## config.mk

```make
export PLATFORM = sky130hd
export DESIGN_NAME = bcd_to_bin_seq
export DESIGN_NICKNAME = d
export VERILOG_FILES = /design/src/rtl/bcd_to_bin_seq.sv
export SDC_FILE = /design/constraint.sdc
export NUM_CORES = 1
export LEC_CHECK = 0
export ABC_CLOCK_PERIOD_IN_PS = 2800
export CAP_MARGIN = 20
export CORE_MARGIN = 5
export CORE_UTILIZATION = 40
export DETAILED_ROUTE_END_ITERATION = 10
export PLACE_DENSITY = 0.59
export SLEW_MARGIN = 40
export SYNTH_ARGS = -nofsm -noshare
export SYNTH_HDL_FRONTEND = slang
export SYNTH_SLANG_ARGS = --single-unit
```

## constraint.sdc

```tcl
create_clock -name clk -period 2.8 [get_ports clk]
set_input_delay 0.56 -clock clk [delete_from_list [all_inputs] [get_ports clk]]
set_output_delay 0.56 -clock clk [all_outputs]
set_load 0.02 [all_outputs]
```

## src/rtl/bcd_to_bin_seq.sv

```systemverilog
// Sequential BCD-to-binary converter (reverse double-dabble, one bit per clock).
// Accepts a packed DIGITS-wide BCD word and returns its unsigned binary value
// BIN_W+1 cycles later. Any digit >9 flags err and forces bin_out to zero.
module bcd_to_bin_seq #(
    parameter int DIGITS = 4,
    parameter int BIN_W  = 14
) (
    input  logic                  clk,
    input  logic                  reset,
    input  logic                  start,
    input  logic [4*DIGITS-1:0]   bcd_in,
    output logic                  busy,
    output logic                  done,
    output logic [BIN_W-1:0]      bin_out,
    output logic                  err
);

    localparam int SW    = 4 * DIGITS;
    localparam int CNT_W = (BIN_W > 1) ? $clog2(BIN_W) : 1;
    localparam logic [CNT_W-1:0] CNT_INIT = CNT_W'(BIN_W - 1);

    typedef enum logic [1:0] {
        IDLE  = 2'd0,
        SHIFT = 2'd1,
        DONE  = 2'd2
    } state_t;

    state_t             state_q, state_d;
    logic [SW-1:0]      s_q, s_d;
    logic [BIN_W-1:0]   b_q, b_d;
    logic [CNT_W-1:0]   cnt_q, cnt_d;
    logic               inv_q, inv_d;
    logic [BIN_W-1:0]   bin_q, bin_d;
    logic               err_q, err_d;
    logic               busy_q, busy_d;
    logic               done_q, done_d;

    logic               bcd_bad;
    logic [SW-1:0]      s_sh;
    logic [SW-1:0]      s_step;
    logic [BIN_W-1:0]   b_step;

    // Flag any digit of the incoming word that is 10..15 (bit3 set with bit2 or bit1).
    always_comb begin
        bcd_bad = 1'b0;
        for (int d = 0; d < DIGITS; d++) begin
            if (bcd_in[4*d+3] && (bcd_in[4*d+2] || bcd_in[4*d+1]))
                bcd_bad = 1'b1;
        end
    end

    // One reverse double-dabble iteration: shift {S,B} right, then fix up digits >=8.
    always_comb begin
        s_sh   = {1'b0, s_q[SW-1:1]};
        b_step = {s_q[0], b_q[BIN_W-1:1]};
        s_step = s_sh;
        for (int d = 0; d < DIGITS; d++) begin
            if (s_sh[4*d+3])
                s_step[4*d +: 4] = s_sh[4*d +: 4] - 4'd3;
        end
    end

    // Next-state logic for the IDLE -> SHIFT -> DONE sequence and its outputs.
    always_comb begin
        state_d = state_q;
        s_d     = s_q;
        b_d     = b_q;
        cnt_d   = cnt_q;
        inv_d   = inv_q;
        bin_d   = bin_q;
        err_d   = err_q;
        busy_d  = busy_q;
        done_d  = 1'b0;
        case (state_q)
            IDLE: begin
                if (start) begin
                    state_d = SHIFT;
                    s_d     = bcd_in;
                    b_d     = '0;
                    inv_d   = bcd_bad;
                    cnt_d   = CNT_INIT;
                    busy_d  = 1'b1;
                end
            end
            SHIFT: begin
                s_d = s_step;
                b_d = b_step;
                if (cnt_q == '0) begin
                    // Last iteration: publish the result as we enter DONE.
                    state_d = DONE;
                    done_d  = 1'b1;
                    bin_d   = inv_q ? '0 : b_step;
                    err_d   = inv_q;
                end else begin
                    cnt_d = cnt_q - 1'b1;
                end
            end
            DONE: begin
                state_d = IDLE;
                busy_d  = 1'b0;
            end
            default: begin
                state_d = IDLE;
                busy_d  = 1'b0;
            end
        endcase
    end

    // State and registered outputs; reset aborts any job in flight.
    always_ff @(posedge clk or posedge reset) begin
        if (reset) begin
            state_q <= IDLE;
            s_q     <= '0;
            b_q     <= '0;
            cnt_q   <= '0;
            inv_q   <= 1'b0;
            bin_q   <= '0;
            err_q   <= 1'b0;
            busy_q  <= 1'b0;
            done_q  <= 1'b0;
        end else begin
            state_q <= state_d;
            s_q     <= s_d;
            b_q     <= b_d;
            cnt_q   <= cnt_d;
            inv_q   <= inv_d;
            bin_q   <= bin_d;
            err_q   <= err_d;
            busy_q  <= busy_d;
            done_q  <= done_d;
        end
    end

    assign busy    = busy_q;
    assign done    = done_q;
    assign bin_out = bin_q;
    assign err     = err_q;

endmodule

```

==> impl_results.md <==
- Internal reg-to-reg setup slack: 870 ps
- Setup bufs post-CTS: 0
- Post_cts resized: 0
- Setup TNS: 0 ps
- Status: completed
- Asr flop ratio synth: 1.00
- Minimum clock period: 1930 ps
- Overflow left after global routing: 0
- Largest cells by area after synthesis: dfrtp_1, nor2b_1, mux2_4, a22o_1, mux2i_1
- CP arrival: 2120 ps
- Yosys reg bits: 53
- H-tree depth: 2
- DP HPWL: 3.40 mm
- Worst Slack Setup Final: 871 ps
- Final wirelength: 4.77 mm
- Net Count, Synth: 239
- CTS sink cnt: 53
- Total CTS buffers: 5
- Slowest cell delay on critical path: 410 ps
- Actual slew at the worst max-slew pin: 675 ps
- Placed cell area: 2980 sq um
- Antenna Violating Nets Remaining: 0
- Period utilisation layout: 0.689
- Clock Tree Buf Depth: 2
- Post-route cell area: 3090 sq um
- DRC Markers: 0
- WHS Path Cells: 2
- Via count: 1714
- RD Place Congestion: 0.778
- Share of the synthesized area in the top cell type: 0.519
- CP Max Fanout: 16
- Post-CTS Hold Buffers: 0
- First-pass GRT wire length: 8.39 mm
- Via-to-Cell Ratio: 5.19
- EDFF count, synth: 0
- Critical path class: register to register
- Max-slew headroom: 0.549
- I/O Pins: 36
- Drt first pass iters: 4
- Buf/Inv on CP: 1
- Avg Cell Area, Syn: 11.8 sq um
- Share of the yosys chip area belonging to registers: 0.519
- Ant. Diodes: 0
- Site Rows: 29
- Clk_lat worst skew: 310 ps
- Most common cell after layout, fill and taps aside: dfrtp_1
- Gr usage total: 0.124
- Vias in the first global route: 1749
- DRT iter0 DRCs: 42
- PD cells: 1030 nW/um^2
- Synth warnings: 0
- Post-Syn Instances: 216
- Maximum clock rate: 518 MHz
- Synth Flop Type: dfrtp_1
- Crit path max-delay family: simple AND/OR/NAND/NOR gates
- Share of cells above drive strength 1: 0.138
- Die height: 89.9 um
- Critical Path Stages: 5
- Max cap viols: 0
- R2r worst-path depth: 5
- Clock Pin Slew Worst Setup and Hold Paths: 100 ps
- Final Hold Violating Endpoints: 0
- Wire length per cell: 14.5 um
- Pin count of the biggest net entering global routing: 30
- CTS root buffer: clkbuf_8
- Layout Nets: 275
- Setup violators final: 0
- PortBufs: 35
- CTS tree: done
- Critical path cell sequence: inv_1 -> ha_1 -> nor3b_4 -> and3_4 -> mux2_2
- Die Area: 8090 sq um
- Worst IR Drop VDD: 0.470 mV
- Die width: 89.9 um
- Fin. max-slew vios: 0
- Tightest Hold Check Type: register to register
- CP Capture Type: register
- RSZ-0062 raised after global routing: no
- Place WS: 616 ps
- Most frequent cells in the layout: dfrtp_1, clkdlybuf4s50_1, nor2b_1, a22o_1
- Req. time, crit path: 3000 ps
- Worst path slowest cell: dfrtp_1
- Cell taking the most area after synthesis: dfrtp_1
- Area Overhead vs Synth: 21.1%
- Worst Clk Skew: 8.80 ps
- CORE AREA: 6280 sq um
- Starting Density: 0.407
- Distinct cell type count of the synthesized netlist: 39
- Cell Area, Synth: 2550 sq um
- Crit path launch type: register
- Antenna violations before repair: 0
- Final Power: 3190 uW
- Leakage power: 0.00139 uW
-- area by class of cell --
class,count,area [sq um]
clock buffers,6,72.6
clock inverters,2,38.8
fillers,571,3180
inverters,6,22.5
multi-input cells,144,1120
flip-flops and latches,53,1330
well taps,77,96.3
repair buffers,42,415
-- registers in the layout (all words and copies together) (netlist names) --
signal,flops
done,1
cnt_q,4
state_q,2
bin_out,14
err,1
busy,1
inv_q,1
b_q,13
s_q,16
-- worst min-delay path, cell delays in order (launching register included) --
cell     delay [ps]
dfrtp_1         350
nand2_1          40
o21ai_0          70
-- path summary, 6_finish.rpt --
path	endpoint	from
worst max-delay path	bin_out[4]$_DFFE_PP0P_	cnt_q[0]$_DFFE_PP0P_
worst min-delay path	s_q[14]$_DFFE_PP0P_	s_q[14]$_DFFE_PP0P_
worst max register to register	bin_out[4]$_DFFE_PP0P_	cnt_q[0]$_DFFE_PP0P_
worst min register to register	s_q[14]$_DFFE_PP0P_	s_q[14]$_DFFE_PP0P_
max in group asynchronous	bin_out[2]$_DFFE_PP0P_	reset
min in group asynchronous	bin_out[4]$_DFFE_PP0P_	reset
-- metrics by stage --
step                utilization  cells  hold slack, ps
floorplan                     -    216             450
global placement          0.475    322             473
global route              0.493    330             525
CTS                       0.493    330             501
detailed placement        0.475    322             480
finish                    0.493    330             503
-- Yosys cell counts, drive strengths merged, types with 2 or more instances --
| master | instances |
|---|---|
| xor2 | 3 |
| nand2 | 9 |
| a31oi | 4 |
| xnor2 | 3 |
| o22a | 4 |
| a22o | 14 |
| nor3b | 4 |
| and3 | 2 |
| nor2 | 8 |
| inv | 6 |
| mux2 | 16 |
| and3b | 3 |
| o22ai | 2 |
| dfrtp | 53 |
| mux2i | 11 |
| ha | 4 |
| clkbuf | 4 |
| buf | 9 |
| o21ai | 11 |
| nor2b | 23 |
| a21oi | 11 |
-- layer usage --
metal / track usage / share of wire
met1: 0.173 / 0.49
met2: 0.190 / 0.45
met3: 0.0309 / 0.050
met4: 0.0372 / 0.012
met5: 0 / 0
-- power breakdown --
group,internal (uW),switching (uW),total (uW)
Clock,269,249,518
Sequential,1080,289,1360
Combinational,727,578,1300
Total,2070,1120,3190
-- logic make-up (layout without fill, tap and decap cells) --
group | Yosys count | count (layout) | synth area share
xor+xnor | 6 | 6 | 0.0206
fa+ha+maj | 4 | 4 | 0.0196
compound gates | 53 | 53 | 0.144
flops | 53 | 53 | 0.519
simple gates | 54 | 54 | 0.128
mux | 27 | 27 | 0.127
buf+inv | 19 | 56 | 0.0416
No activity file was read; power rests on OpenSTA's default activity.
